**config.mk**
```make
export PLATFORM = sky130hd
export DESIGN_NAME = capture_sequencer
export DESIGN_NICKNAME = d
export VERILOG_FILES = /design/src/rtl/capture_sequencer.sv
export SDC_FILE = /design/constraint.sdc
export NUM_CORES = 1
export LEC_CHECK = 0
export ABC_CLOCK_PERIOD_IN_PS = 2300
export CORE_UTILIZATION = 45
export DETAILED_ROUTE_END_ITERATION = 16
export GPL_ROUTABILITY_DRIVEN = 0
export PLACE_DENSITY_LB_ADDON = 0.08
export SYNTH_ARGS = -nofsm -noshare
export SYNTH_HDL_FRONTEND = slang
export SYNTH_SLANG_ARGS = --single-unit
```
**constraint.sdc**
```tcl
create_clock -name clk -period 2.3 [get_ports clk]
set_clock_uncertainty 0.1 [all_clocks]
set_input_delay 0.46 -clock clk [delete_from_list [all_inputs] [get_ports clk]]
set_output_delay 0.46 -clock clk [all_outputs]
set_load 0.1 [all_outputs]
```
**src/rtl/capture_sequencer.sv**
```systemverilog
// Command-driven ADC capture sequencer: pops UDP command words, aligns to ADC framing,
// issues adc_buffer starts, counts tx_done packets per capture and watches for stalled transmit.
module capture_sequencer #(
    parameter int unsigned PKTS_PER_CAPTURE = 8,
    parameter int unsigned TIMEOUT_CYCLES   = 1250000,
    parameter int unsigned DEFAULT_GAP      = 125,
    parameter int unsigned GAP_W            = 24
) (
    input  logic        clk,
    input  logic        rst_n,
    input  logic        cmd_valid,
    input  logic [31:0] cmd_data,
    output logic        cmd_rd_en,
    input  logic        adc_aligned,
    input  logic        tx_done,
    output logic        start_buff,
    output logic        busy,
    output logic [15:0] capture_count,
    output logic        timeout_err,
    output logic        cmd_err
);

    localparam int unsigned TO_W     = $clog2(TIMEOUT_CYCLES + 1);
    localparam logic [TO_W-1:0] TO_LAST  = TO_W'(TIMEOUT_CYCLES - 1);
    localparam logic [7:0]      PKT_LAST = 8'(PKTS_PER_CAPTURE - 1);
    localparam logic [7:0]      OP_START = 8'h01;
    localparam logic [7:0]      OP_STOP  = 8'h02;
    localparam logic [7:0]      OP_GAP   = 8'h03;

    typedef enum logic [2:0] {
        IDLE,
        WAIT_ALIGN,
        ARM,
        WAIT_TX,
        GAP
    } state_t;

    state_t            r_state;
    logic              r_cmd_rd_en;
    logic              r_start_buff;
    logic              r_busy;
    logic [15:0]       r_capture_count;
    logic              r_timeout_err;
    logic              r_cmd_err;
    logic              r_stop_req;
    logic              r_continuous;
    logic [23:0]       r_remaining;
    logic [GAP_W-1:0]  r_gap_reg;
    logic [GAP_W-1:0]  r_gap_cnt;
    logic [7:0]        r_pkt_cnt;
    logic [TO_W-1:0]   r_to_cnt;
    logic              r_tx_done;
    logic              r_adc_aligned;

    logic [7:0]        w_opcode;
    logic [23:0]       w_arg;
    logic              w_dec_start;
    logic              w_dec_stop;
    logic              w_dec_gap;
    logic              w_dec_bad;
    logic              w_stop;
    logic              w_timeout;

    assign w_opcode    = cmd_data[31:24];
    assign w_arg       = cmd_data[23:0];
    assign w_dec_start = r_cmd_rd_en && (w_opcode == OP_START);
    assign w_dec_stop  = r_cmd_rd_en && (w_opcode == OP_STOP);
    assign w_dec_gap   = r_cmd_rd_en && (w_opcode == OP_GAP);
    assign w_dec_bad   = r_cmd_rd_en && (w_opcode != OP_START) &&
                         (w_opcode != OP_STOP) && (w_opcode != OP_GAP);
    // A STOP decoded this cycle must already block the next start_buff.
    assign w_stop      = r_stop_req || w_dec_stop;
    // The raw tx_done restarts the window, so expiry loses to a same-cycle packet.
    assign w_timeout   = (r_to_cnt == TO_LAST) && !tx_done && !r_tx_done;

    always_ff @(posedge clk or negedge rst_n) begin
        if (!rst_n) begin
            r_state         <= IDLE;
            r_cmd_rd_en     <= 1'b0;
            r_start_buff    <= 1'b0;
            r_busy          <= 1'b0;
            r_capture_count <= '0;
            r_timeout_err   <= 1'b0;
            r_cmd_err       <= 1'b0;
            r_stop_req      <= 1'b0;
            r_continuous    <= 1'b0;
            r_remaining     <= '0;
            r_gap_reg       <= GAP_W'(DEFAULT_GAP);
            r_gap_cnt       <= '0;
            r_pkt_cnt       <= '0;
            r_to_cnt        <= '0;
            r_tx_done       <= 1'b0;
            r_adc_aligned   <= 1'b0;
        end else begin
            r_cmd_rd_en   <= cmd_valid && !r_cmd_rd_en;
            r_start_buff  <= 1'b0;
            r_cmd_err     <= 1'b0;
            r_tx_done     <= tx_done && (r_state == WAIT_TX);
            r_adc_aligned <= adc_aligned;

            if (w_dec_gap) begin
                r_gap_reg <= w_arg[GAP_W-1:0];
            end
            if (w_dec_stop && (r_state != IDLE)) begin
                r_stop_req <= 1'b1;
            end
            if (w_dec_bad || (w_dec_start && (r_state != IDLE))) begin
                r_cmd_err <= 1'b1;
            end

            case (r_state)
                IDLE: begin
                    if (w_dec_start) begin
                        r_capture_count <= '0;
                        r_timeout_err   <= 1'b0;
                        r_remaining     <= w_arg;
                        r_continuous    <= (w_arg == '0);
                        r_busy          <= 1'b1;
                        r_state         <= WAIT_ALIGN;
                    end
                end

                WAIT_ALIGN: begin
                    if (w_stop) begin
                        r_state    <= IDLE;
                        r_busy     <= 1'b0;
                        r_stop_req <= 1'b0;
                    end else if (r_adc_aligned) begin
                        r_state      <= ARM;
                        r_start_buff <= 1'b1;
                    end
                end

                ARM: begin
                    r_pkt_cnt <= '0;
                    r_to_cnt  <= TO_W'(1);
                    r_state   <= WAIT_TX;
                end

                WAIT_TX: begin
                    r_to_cnt <= tx_done ? TO_W'(1) : r_to_cnt + TO_W'(1);
                    if (r_tx_done) begin
                        if (r_pkt_cnt == PKT_LAST) begin
                            r_pkt_cnt <= '0;
                            if (r_capture_count != 16'hFFFF) begin
                                r_capture_count <= r_capture_count + 16'd1;
                            end
                            if (!r_continuous) begin
                                r_remaining <= r_remaining - 24'd1;
                            end
                            if (w_stop || (!r_continuous && (r_remaining == 24'd1))) begin
                                r_state    <= IDLE;
                                r_busy     <= 1'b0;
                                r_stop_req <= 1'b0;
                            end else if (r_gap_reg != '0) begin
                                r_gap_cnt <= r_gap_reg;
                                r_state   <= GAP;
                            end else begin
                                r_state <= WAIT_ALIGN;
                            end
                        end else begin
                            r_pkt_cnt <= r_pkt_cnt + 8'd1;
                        end
                    end else if (w_timeout) begin
                        r_timeout_err <= 1'b1;
                        r_state       <= IDLE;
                        r_busy        <= 1'b0;
                        r_stop_req    <= 1'b0;
                    end
                end

                GAP: begin
                    if (w_stop) begin
                        r_state    <= IDLE;
                        r_busy     <= 1'b0;
                        r_stop_req <= 1'b0;
                    end else if (r_gap_cnt <= GAP_W'(1)) begin
                        r_state <= WAIT_ALIGN;
                    end else begin
                        r_gap_cnt <= r_gap_cnt - GAP_W'(1);
                    end
                end

                default: begin
                    r_state <= IDLE;
                    r_busy  <= 1'b0;
                end
            endcase
        end
    end

    assign cmd_rd_en     = r_cmd_rd_en;
    assign start_buff    = r_start_buff;
    assign busy          = r_busy;
    assign capture_count = r_capture_count;
    assign timeout_err   = r_timeout_err;
    assign cmd_err       = r_cmd_err;

endmodule

```
After elaboration in Yosys (flattened, before gate mapping):

Cells that the tools add are included.
Widths: inputs -> output; s select.

* add/sub/neg operators: 5
* $lt $le $gt $ge: 1
* eq/ne operators: 31
* mux-type cells: 55
* bitwise gates (word level): 1
* reductions and logical operators: 36

Operator list (count)
* $mux 24: 10
* $pmux 24 s2: 2
* $mux 16: 4
* $sub 24x1->24 const B: 2
* $pmux 21 s2: 1
* $pmux 16 s2: 1
* $mux 3: 10
* $eq 24x1->1 const B: 1
* $le 24x1->1 const B: 1
* $logic_not 24->1: 1
* $reduce_bool 24->1: 1
* $add 21x1->21 const B: 1
* $eq 21x21->1 const B: 1
* $mux 21: 1
* $mux 1: 19
* $add 16x1->16 const B: 1
* $eq 8x2->1 const B: 2
* $mux 8: 2
* $ne 16x16->1 const B: 1
* $ne 2x2->1 const B: 8
* $ne 8x2->1 const B: 2
* $pmux 8 s2: 1
* $pmux 3 s5: 1
* $reduce_and 5->1: 3
* other kinds (24): 52

* register bits: 129
* input port bits: 37
* output and inout port bits: 21
* word-level logic and storage cells: 145

Longest topological paths before layout:

Gate-level depths: netlist of run 1.

* depth after elaboration: 8
* mapped depth: 10
* gate-level depth less buffers: 9

Worst setup path after synthesis of run 1:

Ideal clock, no wire load.

* path type: register to register
* from: register r_capture_count[0], in the netlist capture_count[0]
* to: register r_capture_count[13], in the netlist capture_count[13]
* arrival: 2.343 ns
* required time: 2.079 ns
* slack: -0.264 ns
* cell stages (with the launch flop): 8
* buffers on the path: 0
* period minus slack after synthesis: 2.564 ns
* cells stage by stage: dfrtp_1 -> ha_1 -> nand3_1 -> nor4_1 -> a22oi_2 -> nand4_1 -> xor2_1 -> nor2_1

* cells in the longest elaborated chain, start to end: 5
* elaborated cells on any way between the ends: 8
* those cells by class: add/sub: 1; eq/ne: 2; mux: 4; reduce/logical: 1

Ends and longest elaborated chain
* from (decl): RTL line 42 `logic [15:0] r_capture_count;`
* from (signal assigned): RTL line 146 `r_capture_count <= r_capture_count + 16'd1;`
* $add 16x1->16: RTL line 146
* $mux 16: RTL line 145 `if (r_capture_count != 16'hFFFF) begin`
* $mux 16: RTL line 143 `if (r_pkt_cnt == PKT_LAST) begin`
* $mux 16: RTL line 142 `if (r_tx_done) begin`
* $pmux 16 s2: RTL line 111 `case (r_state)`

Several ways; a longest one is shown, not always the timed one. The select of a mux whose other input is x is not followed.
A chain may end at the register's enable or synchronous reset.

Worst setup path in the final report of run 1:

* from: register r_gap_cnt[19]
* to: register r_gap_cnt[23]

* cells in the longest elaborated chain, start to end: 4
* elaborated cells on any way between the ends: 7
* those cells by class: add/sub: 1; order compare: 1; eq/ne: 1; mux: 3; reduce/logical: 1

Ends and longest elaborated chain
* from (decl): RTL line 49 `logic [GAP_W-1:0] r_gap_cnt;`
* from (signal assigned): RTL line 156 `r_gap_cnt <= r_gap_reg;`
* from (signal assigned): RTL line 180 `r_gap_cnt <= r_gap_cnt - GAP_W'(1);`
* $sub 24x1->24: RTL line 180
* $mux 24: RTL line 177 `end else if (r_gap_cnt <= GAP_W'(1)) begin`
* $mux 24: RTL line 173 `if (w_stop) begin`
* $pmux 24 s2: RTL line 111

Several ways; a longest one is shown, not always the timed one. The select of a mux whose other input is x is not followed.

==> results of run 1 <==
==> worst max-delay path, delay by kind of cell (launching register included) <==
family | cells | cell delay, ns
AO/OA/AOI/OAI | 3 | 0.58
flip-flops | 1 | 0.39
AND/OR/NAND/NOR | 3 | 0.92
buffers and inverters | 1 | 0.16
==> stage by stage <==
| stage | util [%] | hold WS (ns) | power [mW] |
|---|---|---|---|
| after CTS | 58.3 | 0.349 | 8.20 |
| after detailed placement | 54.4 | 0.249 | 5.52 |
| after global routing | 59.9 | 0.366 | 8.82 |
| after floorplan | - | 0.0644 | 4.52 |
| final | 59.9 | 0.355 | 8.35 |
| after global placement | 54.4 | 0.247 | 5.44 |
==> final cells by class <==
type                       instances  area share, %
timing repair buffer             148           14.2
multi-input combinational        622           41.9
clock buffer                      21           4.96
tap                              216           2.85
sequential                       129           34.3
clock inverter                    11           1.14
inverter                          17          0.726
==> cell families after synthesis <==
kind of cell / count (synthesis) / synth area share (%)
adder cells (fa/ha/maj): 7 / 1.21
multiplexers: 26 / 4.01
AND/OR/NAND/NOR: 337 / 25.1
buffers and inverters: 58 / 3.30
flip-flops: 129 / 44.7
AO/OA/AOI/OAI: 236 / 19.8
XOR/XNOR: 16 / 1.93
==> power by group <==
| part | internal [mW] | total, mW | switching [mW] | leakage (nW) |
|---|---|---|---|---|
| Sequential | 2.55 | 2.91 | 0.356 | 1.66 |
| Combinational | 1.15 | 2.82 | 1.67 | 2.08 |
| Clock | 1.58 | 2.62 | 1.04 | 0.267 |
==> cells in the final DEF, fill, tap and decap left out, drive strengths merged, types with 4 or more instances in the layout <==
cell / synthesis / routed
inv: 17 / 17
a31oi: 20 / 20
and2: 6 / 6
a21oi: 55 / 55
nand2b: 7 / 7
xnor2: 6 / 6
nor2: 67 / 67
and3: 20 / 20
buf: 13 / 112
dfstp: 6 / 6
nand4: 21 / 21
and4: 5 / 5
o21ai: 93 / 93
or3: 9 / 9
a22oi: 4 / 4
nor3: 29 / 29
clkbuf: 28 / 21
a22o: 5 / 5
o31ai: 11 / 11
or4: 8 / 8
clkinvlp: 0 / 5
clkdlybuf4s50: 0 / 32
o22ai: 12 / 12
nor4: 29 / 29
xor2: 10 / 10
nand2: 86 / 86
ha: 7 / 7
clkinv: 0 / 5
mux2: 24 / 24
nand3: 30 / 30
dfrtp: 123 / 123
==> what timing repair did <==
action	in CTS	in global routing
hold buffers	1	0
setup endpoints to repair	12	36
pin swaps	1	17
hold endpoints to repair	13	0
setup buffers	1	6
gates resized for setup	4	45
==> worst paths after layout <==
kind / cells past startpoint / start / end
min in group clk: 1 / r_pkt_cnt[7]$_DFFE_PN0P_ / r_pkt_cnt[7]$_DFFE_PN0P_
max in group asynchronous: 3 / rst_n / cmd_rd_en$_DFF_PN0_
worst max register to register: 7 / r_gap_cnt[19]$_DFFE_PN0P_ / r_gap_cnt[23]$_DFFE_PN0P_
worst min register to register: 1 / r_pkt_cnt[7]$_DFFE_PN0P_ / r_pkt_cnt[7]$_DFFE_PN0P_
worst max-delay path: 7 / r_gap_cnt[19]$_DFFE_PN0P_ / r_gap_cnt[23]$_DFFE_PN0P_
worst min-delay path: 2 / rst_n / r_gap_cnt[15]$_DFFE_PN0P_
==> layer usage <==
metal | share of wire [%] | wire [um]
met5 | 0 | 0
met3 | 4.4 | 923
met1 | 45 | 9440
met2 | 47 | 9900
met4 | 2.9 | 611
==> summary.txt, run 1 <==
Clock tree
  • CTS root buffer: clkbuf_16
  • Clock sinks: between 100 and 150
  • CTS tree: yes
  • Clk slew on worst S/H paths: approximately 0.050 ns
  • Num CTS Buffers: 17
  • Maximum clock insertion buffer count: 2
  • H-tree depth: 4
  • Clock latency on the worst-skew pair: ~0.42 ns

GRT
  • Largest net degree at the start of global routing: 56
  • Initial antenna violation count: 0
  • First-pass GRT wire length: 33500 um
  • GR Util All Layers: around a quarter
  • Top Usage Layer GRT: met2
  • GR Util met2: around two fifths
  • Met3 GRT Util: 4.57%
  • Congestion Overflow GR: 0
  • Met1 global-route usage: between 30% and 40%
  • Vias in the first global route: between 6000 and 7000

Place
  • Hpwl dp: 14600 um
  • # port buffers: 57
  • Placed cell count: about 1100
  • Placement-stage cell area: roughly 8600 sq um
  • Dpl ws: -0.432 ns

Logic synthesis
  • Top-count cell post-synth: dfrtp_1
  • Synth top area share: 42.5%
  • Post-synthesis net count: around 850
  • Post-synth top cells: dfrtp_1 (123), o21ai_0 (89), nand2_1 (85)
  • Register bit count reported by yosys: about 130
  • Mapped Avg Cell Area: around 9 sq um
  • Synth Cell Area: 7250 sq um
  • Async set or reset register ratio after synthesis: between 90% and 100%
  • Top post-synthesis cells by area: dfrtp_1 (42%), o21ai_0 (6.1%), nand2_1 (4.4%)
  • Seq/Total Area, Yosys: between 40 and 50%
  • EDFF count, synth: 0
  • Post-synth cell types: 76
  • Leading area contributor after synthesis: dfrtp_1
  • Yosys warning total: 0
  • Post-synth top flop: dfrtp_1
  • Cells after Synth: 809

Layout
  • Layout area overhead: 30.8%
  • Finished layout cell area: between 9000 and 10000 sq um
  • Multi-input logic area: about 4000 sq um
  • Share of cells above drive strength 1: 25.6%
  • # diodes: 0
  • Final Net Count: roughly 980
  • Sequential cell area: 3250 sq um
  • Fill cells: roughly 1400
  • Finished Layout Cells: about 1200

Timing
  • Unrepaired setup endpoints after global routing: true
  • Tcrit/Tclk final: around 99%
  • Final setup margin: ~0.029 ns
  • Hold Vio Cnt, Final: 0
  • Worst slew margin: 60.2%
  • Tmin final: 2.27 ns
  • Final Max Slew Viols: 0
  • Peak Freq: between 400 and 500 MHz
  • Setup violators final: 0
  • Least-Margin Pin Slew: a little under 0.6 ns
  • Total Neg Setup Slack: 0 ns

Worst setup path
  • Cells along the critical path: or4_4, nor4_4, nand3_2, a31o_4, buf_4, a31oi_1, a21oi_2
  • Crit path DAT: about 2.5 ns
  • Crit-path slowest cell: or4_4
  • Reg2reg setup slack: between 0.02 and 0.03 ns
  • CP endpoint kind: register
  • Crit start category: register
  • WP data required: 2.50 ns
  • Max incr delay on CP: 0.56 ns
  • Crit Path Class: reg2reg
  • Crit Path Max Fanout: 5

Power
  • Power Density: a little under 900 nW/um^2
  • Max rail drop VDD: around 0.00057 V
  • P_leak: between 4 and 5 nW

Routing
  • ANT nets after route: 0
  • WL final: around 21000 um
  • Detailed Routing Iterations Pass 1: 5
  • Drt initial violations: roughly 440
  • Vias per cell: about 5.9
  • WL/cell: roughly 18 um
  • Via count: around 6900
  • DR DRC count: 0

Floorplan
  • Core Area: approximately 16000 sq um
  • Num ports: between 50 and 60
  • Row Count: between 40 and 50
  • Die Y-Extent: between 100 and 150 um
  • Die W: approximately 130 um
  • Initial Utilization: between 40 and 50%
  • Die area: about 17000 sq um

Worst hold path
  • Hold Crit Class: in2async

Flow run
  • Max-cap violations: 0

Outcome
  • Status: finished clean
(Power assumes the default switching activity.)
==> run 2, diff against run 1 <==
- ABC_CLOCK_PERIOD_IN_PS: 2300 -> 2800
- CORE_MARGIN: not set -> 10
- clock period: 2.3 -> 2.8 ns (I/O delays scaled with it)
==> summary.txt, run 2 (synthesis gave the netlist of run 1 again) <==
Clock tree
  • CTS tree: yes
  • Clk slew on worst S/H paths: 0.06 ns
  • CTS root buffer: clkbuf_16
  • Cts repair resizes: 0
  • H-tree depth: 4
  • Clock latency on the worst-skew pair: 0.43 ns
  • Post-CTS Hold Buffers: 0
  • Clock sinks: between 100 and 150
  • Maximum clock insertion buffer count: 2
  • Post-CTS Setup Bufs: 0
  • Num CTS Buffers: 17

Timing
  • Total Neg Setup Slack: 0 ns
  • Peak Freq: ~400 MHz
  • WHS: between 0.004 and 0.005 ns
  • Tmin final: between 2 and 2.5 ns
  • Worst slew margin: between 50 and 60%
  • Least-Margin Pin Slew: ~0.69 ns
  • Tcrit/Tclk final: around nine tenths
  • Final Max Slew Viols: 0
  • Hold Vio Cnt, Final: 0
  • Unrepaired setup endpoints after global routing: false
  • Setup violators final: 0

Worst setup path
  • CP endpoint kind: register
  • Crit. Startpoint: r_gap_cnt[9]$_DFFE_PN0P_
  • Cells along the critical path: nor4_2, nand3_1, nor4_2, nand2_1, o32ai_1, a22oi_2
  • Crit path DAT: around 2.7 ns
  • R2R cell count: 6
  • R2R Path Start: r_gap_cnt[9]$_DFFE_PN0P_
  • WP data required: 3.00 ns
  • Crit-path slowest cell: nor4_2
  • Crit Path Class: reg2reg
  • Most numerous cell on the critical path: nor4_2
  • Crit start category: register
  • Reg2reg setup slack: 0.31 ns
  • Crit Path Max Fanout: 6
  • CP top delay family: simple AND/OR/NAND/NOR gates
  • Max incr delay on CP: approximately 0.51 ns
  • Critical path buffer and inverter count: 0
  • Worst r2r dst: r_gap_cnt[17]$_DFFE_PN0P_

Floorplan
  • Die Y-Extent: ~150 um
  • Row Count: 46
  • Die W: 147 um
  • Num ports: 58
  • Core Area: roughly 16000 sq um
  • Initial Utilization: roughly 46%
  • Die area: between 20000 and 25000 sq um

Outcome
  • Status: finished clean

Routing
  • WL final: between 20000 and 25000 um
  • Drt initial violations: between 500 and 600
  • ANT nets after route: 0
  • WL/cell: 18.2 um
  • Vias per cell: about 6
  • Via count: between 6000 and 7000
  • Detailed Routing Iterations Pass 1: 5
  • DR DRC count: 0

Layout
  • Commonest non-fill, non-tap cell in the layout: dfrtp_1
  • Share of cells above drive strength 1: about 17%
  • Layout area overhead: 21.1%
  • Most frequent cells in the layout: dfrtp_1 (123), o21ai_0 (89), nand2_1 (84)
  • Fill cells: 1425
  • Final Net Count: 926
  • # diodes: 0
  • Core Util, Final: 55.4%

Flow run
  • Max-cap violations: 0

GRT
  • Vias in the first global route: around 6400
  • GR Util All Layers: 18.9%
  • Largest net degree at the start of global routing: 52
  • Congestion Overflow GR: 0
  • First-pass GRT wire length: ~34000 um
  • Initial antenna violation count: 0

Power
  • Max rail drop VDD: between 0.0004 and 0.0005 V
  • Power Density: 735 nW/um^2
  • P_leak: 3.70 nW

Worst hold path
  • Hold Crit Class: in2async

Place
  • Hpwl dp: 14500 um
  • # port buffers: 57
run 2: changes by cell type in the layout (fill, tap and decap cells not counted), moves of 5 or more:
cell     delta
a21oi_1     +7
a21oi_2     -7
a31oi_1     +5
buf_4      -43
buf_6       -6
dfrtp_1    +11
dfrtp_2    -11
nor4_1      +5
run 2: how the worst max path moves through the flow:
| stage | slack [ns] | to | depth (start not counted) |
|---|---|---|---|
| 6_report | 0.31 | r_gap_cnt[17]$_DFFE_PN0P_ | 6 |
| 5_1_grt | 0.08 | r_gap_cnt[17]$_DFFE_PN0P_ | 6 |
| 4_1_cts | 0.36 | r_remaining[14]$_DFFE_PN0P_ | 8 |
| 3_5_place_dp | 0.003 | r_gap_cnt[20]$_DFFE_PN0P_ | 8 |
| 3_3_place_gp | 0.01 | r_gap_cnt[20]$_DFFE_PN0P_ | 8 |
| 2_1_floorplan | 0.24 | capture_count[13]$_DFFE_PN0P_ | 7 |
run 2: layout make-up:
cell class                      instances  area [sq um]  share of cell area [%]
Clock buffer                           27           533                    6.07
Clock inverter                          4          22.5                   0.257
Inverter                               17          63.8                   0.727
Multi-Input combinational cell        622          3770                    43.0
Sequential cell                       129          3240                    36.9
Tap cell                              216           270                    3.08
Timing Repair Buffer                   95           876                    9.98
run 2: power by group:
group          switching, mW  internal, mW
Clock                  0.808          1.29
Combinational           1.27         0.712
Sequential             0.283          2.09
run 2: routing by layer:
layer	vias to the layer above	track usage (%)	wire (um)
li1	3155	-	-
met1	3229	25.7	9480
met2	219	29.2	9380
met3	33	4.61	1030
met4	0	5.50	350
met5	-	0	0
run 2: per-stage QoR:
step	setup slack, ns	cell area [sq um]	total power [mW]	std cells
5_1_grt	0.0811	8770	6.85	1110
3_5_place_dp	0.00321	8220	4.36	1079
3_3_place_gp	0.0113	8220	4.30	1079
4_1_cts	0.357	8770	6.48	1110
6_report	0.306	8770	6.45	1110
2_1_floorplan	0.236	7250	3.71	809
